## src/rtl/dac_sdm.sv

```systemverilog
// dac_sdm: 2nd-order MASH 1-1 delta-sigma modulator from the loop-filter word to the DCO DAC code.
// Optional LFSR dither on the stage-1 input is built when DAC_SDM_DITHER_EN is defined.
module dac_sdm #(
  parameter int IN_W   = 16,
  parameter int FRAC_W = 12,
  parameter int OUT_W  = 5
) (
  input  logic              clk_dlf,
  input  logic              rst,
  input  logic              en,
  input  logic              din_vld,
  input  logic [IN_W-1:0]   din,
  output logic [OUT_W-1:0]  dac_code,
  output logic              sat_flag
);

  localparam int IW = IN_W - FRAC_W;
  localparam int YW = ((IW > OUT_W) ? IW : OUT_W) + 3;
  localparam logic signed [YW-1:0] CODE_MAX = YW'((1 << OUT_W) - 1);

  logic [IN_W-1:0]         din_q;
  logic [FRAC_W-1:0]       acc1;
  logic [FRAC_W-1:0]       acc2;
  logic                    c2_d;
  logic [IW-1:0]           int_part;
  logic [FRAC_W-1:0]       frac_part;
  logic                    dith;
  logic [FRAC_W:0]         s1;
  logic [FRAC_W:0]         s2;
  logic                    c1;
  logic                    c2;
  logic signed [YW-1:0]    y;

  function automatic logic [OUT_W-1:0] clamp_code(input logic signed [YW-1:0] v);
    if (v[YW-1])
      return '0;
    else if (v > CODE_MAX)
      return '1;
    else
      return v[OUT_W-1:0];
  endfunction

  function automatic logic out_of_range(input logic signed [YW-1:0] v);
    return v[YW-1] || (v > CODE_MAX);
  endfunction

`ifdef DAC_SDM_DITHER_EN
  logic [14:0] lfsr;

  // x^15 + x^14 + 1; frozen while the modulator is disabled
  always_ff @(posedge clk_dlf) begin
    if (rst)
      lfsr <= 15'h4A5D;
    else if (en)
      lfsr <= {lfsr[13:0], lfsr[14] ^ lfsr[13]};
  end

  assign dith = lfsr[0];
`else
  assign dith = 1'b0;
`endif

  assign int_part  = din_q[IN_W-1:FRAC_W];
  assign frac_part = din_q[FRAC_W-1:0];

  // Two cascaded first-order stages; stage-2 carry is differentiated via c2_d
  always_comb begin
    s1 = {1'b0, acc1} + {1'b0, frac_part} + {{FRAC_W{1'b0}}, dith};
    c1 = s1[FRAC_W];
    s2 = {1'b0, acc2} + {1'b0, s1[FRAC_W-1:0]};
    c2 = s2[FRAC_W];
    y  = $signed({{(YW-IW){1'b0}}, int_part})
       + $signed({{(YW-1){1'b0}}, c1})
       + $signed({{(YW-1){1'b0}}, c2})
       - $signed({{(YW-1){1'b0}}, c2_d});
  end

  // Register stage: captured input, modulator state and output code
  always_ff @(posedge clk_dlf) begin
    if (rst) begin
      din_q    <= '0;
      acc1     <= '0;
      acc2     <= '0;
      c2_d     <= 1'b0;
      dac_code <= '0;
      sat_flag <= 1'b0;
    end else begin
      if (din_vld)
        din_q <= din;
      if (en) begin
        acc1     <= s1[FRAC_W-1:0];
        acc2     <= s2[FRAC_W-1:0];
        c2_d     <= c2;
        dac_code <= clamp_code(y);
        sat_flag <= out_of_range(y);
      end else begin
        // Disabled: pass the integer part straight through and restart from zero state
        acc1     <= '0;
        acc2     <= '0;
        c2_d     <= 1'b0;
        dac_code <= {{(OUT_W-IW){1'b0}}, int_part};
        sat_flag <= 1'b0;
      end
    end
  end

endmodule

```

## config.mk

```make
export PLATFORM = sky130hd
export DESIGN_NAME = dac_sdm
export DESIGN_NICKNAME = d
export VERILOG_FILES = /design/src/rtl/dac_sdm.sv
export SDC_FILE = /design/constraint.sdc
export NUM_CORES = 1
export LEC_CHECK = 0
export CAP_MARGIN = 20
export CORE_MARGIN = 1.5
export CORE_UTILIZATION = 40
export DETAILED_ROUTE_END_ITERATION = 16
export GPL_TIMING_DRIVEN = 0
export PLACE_DENSITY = 0.56
export SKIP_LAST_GASP = 1
export SLEW_MARGIN = 40
export SYNTH_ARGS = -nofsm -noshare
export SYNTH_HDL_FRONTEND = slang
export SYNTH_SLANG_ARGS = --single-unit
```

## constraint.sdc

```tcl
create_clock -name clk_dlf -period 7.8 [get_ports clk_dlf]
set_input_delay 1.56 -clock clk_dlf [delete_from_list [all_inputs] [get_ports clk_dlf]]
set_output_delay 1.56 -clock clk_dlf [all_outputs]
set_load 0.1 [all_outputs]
```

# [Word-level counts from Yosys, hierarchy flattened]
# Index checks and enable logic that the tools add are counted.
[totals] register_bits=47 output_inout_bits=6 in_bits=20 wordCells=20
[op_classes] order_cmp=1 muxes=3 n_reduce_logical=3 n_bitwise=1 add_sub_neg=5
[op_table] operator="12-bit by 12-bit adder with 13-bit output" n=2
[op_table] operator="4-bit two-way mux" n=2
[op_table] operator="7-bit by 6-bit > comparator with 1-bit output, second input constant" n=1
[op_table] operator="6-bit by 1-bit subtractor with 7-bit output" n=1
[op_table] operator="5-bit by 1-bit adder with 6-bit output" n=1
[op_table] operator="4-bit by 1-bit adder with 5-bit output" n=1
[op_table] operator="5-bit two-way mux" n=1
[op_table] operator="3-bit OR reduction" n=1
[op_table] operator="2-bit OR reduction" n=1
[op_table] operator="1-bit logical OR" n=1
[op_table] operator="1-bit inverter" n=1

# [Longest topological paths before layout]
# Gate-level depths: netlist of run 1.
[depth] depth_word=8 mapped_depth=21 ltp_nobuf=21

# [Least setup slack after synthesis of run 1]
# Ideal clock, no wire load.
[synth_timing] kind="reg2reg" start="register din_q[0]" end="register dac_code[1]" n_path_buf=0 setup_slack_ns=3.517 path_stages_with_launch=21 required_ns=7.668 setup_time_ns=0.132 arrival_time_ns=4.151 period_less_slack_ns=4.283 cell_sequence="dfxtp_1 ha_1 inv_1 fa_1 nor2b_1 o211ai_1 a21oi_1 o21a_1 nor2_1 ha_1 a2111o_1 o211a_4 o41ai_4 fa_1 inv_1 fa_1 a21oi_1 o21bai_1 o21ai_0 o21bai_1 a21oi_1"
[synth_between] elab_chain_cells=8 elab_cells_between_ends=9 cone_classes="add/sub: 5; order compare: 1; mux: 3"
[synth_lines] element="start, declared" line="21" rtl="logic [IN_W-1:0] din_q;"
[synth_lines] element="start signal, assigned" line="89" rtl="din_q <= din;"
[synth_lines] element="12-bit by 12-bit adder with 13-bit output *" line="68" rtl="s1 = {1'b0, acc1} + {1'b0, frac_part} + {{FRAC_W{1'b0}}, dith};"
[synth_lines] element="via s1[6]" line="28" rtl="logic [FRAC_W:0] s1;"
[synth_lines] element="12-bit by 12-bit adder with 13-bit output *" line="70" rtl="s2 = {1'b0, acc2} + {1'b0, s1[FRAC_W-1:0]};"
[synth_lines] element="5-bit by 1-bit adder with 6-bit output *" line="74" rtl="+ $signed({{(YW-1){1'b0}}, c2})"
[synth_lines] element="6-bit by 1-bit subtractor with 7-bit output *" line="75" rtl="- $signed({{(YW-1){1'b0}}, c2_d});"
[synth_lines] element="7-bit by 6-bit > comparator with 1-bit output" line="37" rtl="else if (v > CODE_MAX)"
[synth_lines] element="5-bit two-way mux" line="37"
[synth_lines] element="4-bit two-way mux *" line="35" rtl="if (v[YW-1])"
[synth_lines] element="4-bit two-way mux *" line="90" rtl="if (en) begin"
[synth_lines] element="end signal, assigned" line="94" rtl="dac_code <= clamp_code(y);"
[synth_lines] element="end signal, assigned" line="101" rtl="dac_code <= {{(OUT_W-IW){1'b0}}, int_part};"
[synth_lines] element="end, declared" line="13" rtl="output logic [OUT_W-1:0] dac_code,"
# Mark *: on every way through the listed nets, which the timed path passes. The rest lies on a longest branch.
# A chain may end at the register's enable or synchronous reset.

# [Final worst setup path of run 1]
# Same ends and word-level chain as after synthesis.

==> summary.txt, run 1 <==
Timing
  • Unrepaired setup endpoints after global routing: no
  • Final setup fails: 0
  • Tightest Pin Transition: 0.640 ns
  • Max Clk Rate: 204 MHz
  • Setup TNS Final: 0 ns
  • Final worst-path cycle share: 0.630
  • Slew margin rel.: 0.573
  • Final Max Slew Viols: 0
  • Final Hold Fails: 0
  • Tmin final: 4.91 ns
  • Worst Skew: 0.00393 ns

Power
  • P_leak: 1.43 nW
  • Max rail drop VDD: 0.0000682 V
  • Tot Pwr: 574 µW
  • Power density cells: 180 mW/mm²

Clocking
  • H-tree levels: 2
  • CTS tree: done
  • Post-CTS setup buffers: 0
  • Clock latency on the worst-skew pair: 0.30 ns
  • Post-CTS sizing: 0
  • # clock sinks: 47
  • Num CTS Buffers: 5
  • CTS Hold Bufs: 0
  • CTS root buf: clkbuf_8
  • Clk slew on worst S/H paths: 0.09 ns
  • Clock Path Buffers: 2

Setup path
  • Critical Path RT: 7.97 ns
  • Max stage delay on crit path: 0.45 ns
  • Crit end category: flip-flop
  • Startpoint class of the critical path: flip-flop
  • CP max stage cell: o41ai_4
  • CP cell instances: ha_1, inv_1, fa_1, nor2b_1, o211ai_1, a21oi_1, o21a_1, nor2_1, ha_1, a2111o_1, o211a_4, o41ai_4, fa_1, inv_1, fa_1, a21oi_1, o21bai_1, o21ai_0, o21bai_1, a21oi_1
  • Worst-path fanout max: 4
  • CP Data Arrival Time: 5.08 ns
  • CP Class: reg -> reg
  • CP Buf/Inv Count: 2
  • CP top delay family: compound AO/OA/AOI/OAI gates

Yosys
  • Post-Synthesis Cells: 297
  • Mapped Area: 0.00276 mm²
  • Unique masters post-synth: 42
  • Syn Nets: 351
  • Avg Inst Size Synth: 9.28 µm²
  • Seq/Total Area, Yosys: 0.341
  • EDFF count, synth: 0
  • Yosys reg bits: 47
  • Syn. warnings: 0
  • Async S/R FF share, synth: 0
  • Dominant synthesized flop cell: dfxtp_1

Global routing
  • Antenna violations before repair: 0
  • Via count of the first global-routing pass: 2047
  • First-pass GRT wire length: 9380 µm
  • GRT Total Usage: 0.160
  • Largest net degree at the start of global routing: 15
  • Total gr overflow: 0

Layout
  • Filler cells: 671
  • Area Overhead vs Synth: 15.5%
  • Fraction of layout cells with a size suffix above 1: 0.0669
  • Layout Nets: 382
  • Final core occ: 0.474
  • # diodes: 0

Detailed routing
  • Via-to-Cell Ratio: 5.18
  • Drt total wl: 5550 µm
  • Starting DRT DRC Count: 63
  • Drt pass-1 iters: 4
  • Post-route ant nets: 0
  • Via count: 2119
  • DRC Markers: 0
  • Wire per inst: 13.6 µm

Run status
  • Status: completed

Floorplanning
  • Top-Level Pins: 26
  • DIE AREA: 0.00740 mm²
  • Placeable core region: 0.00672 mm²
  • Chip width: 86.0 µm
  • Die height: 86.0 µm
  • Initial Util: 0.410
  • Row count: 30

Placement
  • Final HPWL DP: 4260 µm
  • IO Port Bufs: 24
  • GPL Wtd Cong: 0.772

Flow run
  • Max-cap violations: 0

Hold path
  • Worst min path class: reg -> reg
-- through the flow --
step           instances  hold slack [ns]  setup WS, ns  cell area [µm²]
2_1_floorplan        297            0.457          3.52             2760
3_3_place_gp         401            0.480          2.92             3100
3_5_place_dp         401            0.482          2.88             3070
4_1_cts              409            0.497          2.85             3180
5_1_grt              409            0.525          2.52             3180
6_report             409            0.496          2.89             3180
-- final cells by class --
cell class,count,area (µm²),share of cell area
Multi-Input combinational cell,229,1730,0.545
Sequential cell,47,941,0.295
Timing Repair Buffer,24,210,0.0660
Tap cell,80,100,0.0314
Clock buffer,6,82.6,0.0259
Inverter,14,52.6,0.0165
Clock inverter,2,35.0,0.0110
Buffer,7,28.8,0.00904
-- where the power goes --
group	leakage [nW]	total (mW)	switching, mW	internal, mW
clock network	0.0612	0.187	0.0834	0.104
registers	0.385	0.260	0.00633	0.254
logic	0.987	0.127	0.0750	0.0522
-- cell usage in the layout, fill, tap and decap left out, types with 7 or more instances in the layout --
cell type        count
and2_1              10
o21ai_0             15
nor2b_1              7
ha_1                30
inv_1               14
nor3_1               9
buf_2                7
a21o_1               7
a211oi_1             8
dfxtp_1             47
mux2i_1             20
clkdlybuf4s50_1     18
a21oi_1             19
nor2_1              34
nand2b_1            11
nand2_1              7
-- registers in the layout (all words and copies together) (netlist names) --
signal / cells
acc1: 12
acc2: 12
sat_flag: 1
din_q: 16
dac_code: 5
c2_d: 1
-- worst paths after layout --
path | start | to | slack (ns) | depth (start not counted)
worst max-delay path | din_q[0] | dac_code[1] | 2.89 | 20
worst min register to register | din_q[12] | dac_code[0] | 0.50 | 2
worst max register to register | din_q[0] | dac_code[1] | 2.89 | 20
worst min-delay path | din_q[12] | dac_code[0] | 0.50 | 2
-- per-layer routing --
metal | track usage | up-vias | part of all wire | wire length, µm
li1 | - | 1116 | - | -
met1 | 0.210 | 972 | 0.50 | 2800
met2 | 0.268 | 25 | 0.45 | 2480
met3 | 0.0356 | 6 | 0.037 | 206
met4 | 0.0396 | 0 | 0.011 | 63
met5 | 0 | - | 0 | 0
-- logic make-up (layout without fill, tap and decap cells) --
kind of cell               after synthesis  after routing  synth area share
AOI/OAI and AO/OA                       73             73             0.184
buffers and inverters                   21             53            0.0295
adders and majority gates               35             35             0.169
muxes                                   20             20            0.0726
and+or+nand+nor                         90             90             0.168
DFF                                     47             47             0.341
xor gates and xnor gates                11             11            0.0350
-- synth_stat cells (3+ instances only) --
| library cell | instances | share of area |
|---|---|---|
| a21oi_1 | 19 | 0.034 |
| xor2_1 | 5 | 0.016 |
| nor2b_1 | 7 | 0.016 |
| and2_1 | 10 | 0.023 |
| clkbuf_1 | 5 | 0.0068 |
| nand2_1 | 7 | 0.0095 |
| o31a_1 | 3 | 0.0095 |
| nand2b_1 | 11 | 0.025 |
| nor2_1 | 34 | 0.046 |
| a211oi_1 | 8 | 0.022 |
| ha_1 | 30 | 0.14 |
| mux2i_1 | 20 | 0.073 |
| nor3_1 | 9 | 0.016 |
| xnor2_1 | 6 | 0.019 |
| a21o_1 | 7 | 0.019 |
| o21a_1 | 6 | 0.016 |
| o21ai_0 | 15 | 0.027 |
| fa_1 | 4 | 0.029 |
| dfxtp_1 | 47 | 0.34 |
| o21bai_1 | 3 | 0.0082 |
| inv_1 | 14 | 0.019 |
| o211ai_1 | 3 | 0.0082 |
-- worst min-delay path: stages (launching register included) --
cell and delay (ns):
dfxtp_1 0.33, nand2b_1 0.07, a21oi_1 0.06
Note: power is estimated with default switching activity, not from simulation.
==> inputs of run 2 (changes only) <==
Settings changed: PLACE_DENSITY 0.56 to 0.58.
Clock period 7.8 ns to 4.1 ns, I/O delays scaled along.
==> summary.txt, run 2 (same netlist as run 1, synthesis figures left out) <==
Timing
  • Unrepaired setup endpoints after global routing: yes
  • Tmin final: 4.09 ns
  • WHS: 0.495 ns
  • Tightest Pin Transition: 0.716 ns
  • Final Hold Fails: 0
  • Slew margin rel.: 0.522
  • Max Clk Rate: 245 MHz
  • Final setup fails: 0
  • Final worst-path cycle share: 0.997
  • Final Max Slew Viols: 0
  • Worst Skew: 0.00485 ns

Power
  • P_leak: 1.53 nW
  • Power density cells: 316 mW/mm²
  • Max rail drop VDD: 0.000113 V

Setup path
  • Startpoint class of the critical path: flip-flop
  • CP Class: reg -> reg
  • Crit end category: flip-flop
  • CP Data Arrival Time: 4.30 ns
  • Reg2reg end: dac_code[4]
  • Worst reg2reg path depth: 20
  • Critical Path RT: 4.31 ns
  • RR Startpoint: din_q[0]
  • R2R setup slack: 0.01 ns
  • Worst-path fanout max: 4

Layout
  • Commonest cells after routing, fill and taps aside: 44 x dfxtp_1, 33 x nor2_1, 23 x ha_1
  • Largest Register: din_q
  • Area Overhead vs Synth: 27.7%
  • Final core occ: 0.524
  • Commonest non-fill, non-tap cell in the layout: dfxtp_1
  • Fraction of layout cells with a size suffix above 1: 0.218
  • # diodes: 0
  • Layout Nets: 402
  • Max reg flops: 16
  • Biggest regs: din_q (16), acc1 (12), acc2 (12)
  • Non-filler cells, final: 428

Placement
  • DP Cell Count: 401
  • Final HPWL DP: 4210 µm
  • IO Port Bufs: 24
  • GPL Wtd Cong: 0.781

Global routing
  • First-pass GRT wire length: 9800 µm
  • Antenna violations before repair: 0
  • GRT Total Usage: 0.170
  • Via count of the first global-routing pass: 2136
  • Total gr overflow: 0
  • Largest net degree at the start of global routing: 14

Clocking
  • Clock Path Buffers: 2
  • Clk slew on worst S/H paths: 0.09 ns
  • CTS root buf: clkbuf_8
  • CTS Hold Bufs: 0
  • Clock latency on the worst-skew pair: 0.30 ns
  • Num CTS Buffers: 5
  • CTS tree: done
  • H-tree levels: 2
  • # clock sinks: 47

Floorplanning
  • Top-Level Pins: 26
  • Die height: 86.0 µm
  • Row count: 30
  • Chip width: 86.0 µm
  • DIE AREA: 0.00740 mm²
  • Initial Util: 0.410
  • Placeable core region: 0.00672 mm²

Detailed routing
  • Wire per inst: 13.8 µm
  • Drt pass-1 iters: 4
  • Starting DRT DRC Count: 109
  • Via count: 2218
  • DRC Markers: 0
  • Drt total wl: 5910 µm
  • Post-route ant nets: 0
  • Via-to-Cell Ratio: 5.18

Hold path
  • Hold wc startpoint: din_q[12]
  • Worst Hold End: dac_code[0]
  • Worst min path class: reg -> reg
  • Hold depth: 2

Flow run
  • Max-cap violations: 0

Run status
  • Status: completed
-- run 2: changes by cell type in the layout (fill, tap and decap cells not counted), moves of 3 or more --
cell | before | now
o21ai_0 | 15 | 12
dfxtp_1 | 47 | 44
dfxtp_2 | 0 | 3
ha_1 | 30 | 23
fa_1 | 4 | 1
a21oi_1 | 19 | 12
a21oi_2 | 0 | 6
buf_4 | 0 | 20
ha_4 | 0 | 6
o21ai_2 | 0 | 3
a211oi_1 | 8 | 5
fa_2 | 0 | 3
-- run 2: cell type report --
class	count	area (µm²)
inverters	14	52.6
fillers	629	3200
clock inverters	1	30.0
flip-flops and latches	47	945
clock buffers	6	72.6
well taps	80	100
multi-input cells	229	1930
plain buffers	7	28.8
repair buffers	44	360
-- run 2: power by group --
part / total [mW] / internal, mW / switching, mW
Clock: 0.339 / 0.179 / 0.160
Combinational: 0.277 / 0.122 / 0.155
Sequential: 0.498 / 0.483 / 0.0149
Total: 1.11 / 0.784 / 0.329
-- run 2: repair_timing --
action	CTS	global route
endpoints found under the setup margin	6	6
gates resized for setup	21	16
pin swaps	22	21
setup buffers	13	7
cloned	0	0
-- run 2: routing by layer --
metal  vias up  wire, µm  track usage
li1       1153         -            -
met1      1027      2810        0.216
met2        32      2830        0.284
met3         6       203       0.0385
met4         0        72       0.0557
met5         -         0            0
-- run 2: worst max-delay path, cell delays in order, from the launching register on --
cell and delay [ns]:
dfxtp_2 0.36, ha_4 0.14, inv_2 0.03, fa_2 0.34
nor2b_2 0.13, o211ai_1 0.12, a21oi_2 0.17, o21a_1 0.16
nor2_2 0.05, ha_2 0.17, a2111o_1 0.38, o211a_4 0.26
o41ai_4 0.19, buf_4 0.18, fa_2 0.21, inv_2 0.04
fa_2 0.35, a21oi_2 0.16, o21bai_2 0.10, maj3_2 0.30
and2_4 0.15
-- run 2: worst max path at each step --
stage	startpoint	end	slack [ns]	cells after the start
after floorplan	din_q[0]	dac_code[4]	0.03	19
after global routing	din_q[0]	dac_code[4]	-0.23	20
after detailed placement	din_q[0]	dac_code[4]	-0.43	19
after global placement	din_q[1]	dac_code[1]	-0.44	17
after CTS	din_q[0]	dac_code[4]	-0.27	20
final	din_q[0]	dac_code[4]	0.01	20
-- run 2: stage by stage --
stage / setup WS (ns) / setup TNS [ns] / instance area, µm² / power, mW
after global routing: -0.228 / -0.931 / 3520 / 1.17
final: 0.0113 / 0 / 3520 / 1.11
after global placement: -0.440 / -2.03 / 3110 / 0.750
after detailed placement: -0.433 / -2.03 / 3080 / 0.749
after CTS: -0.270 / -1.06 / 3370 / 1.10
after floorplan: 0.0330 / 0 / 2770 / 0.690
==> inputs of run 3 (changes only) <==
Settings changed: CTS_CLUSTER_SIZE from default to 20.
==> results of run 3 <==
No change in the layout: final DEF, timing and power equal those of run 2.
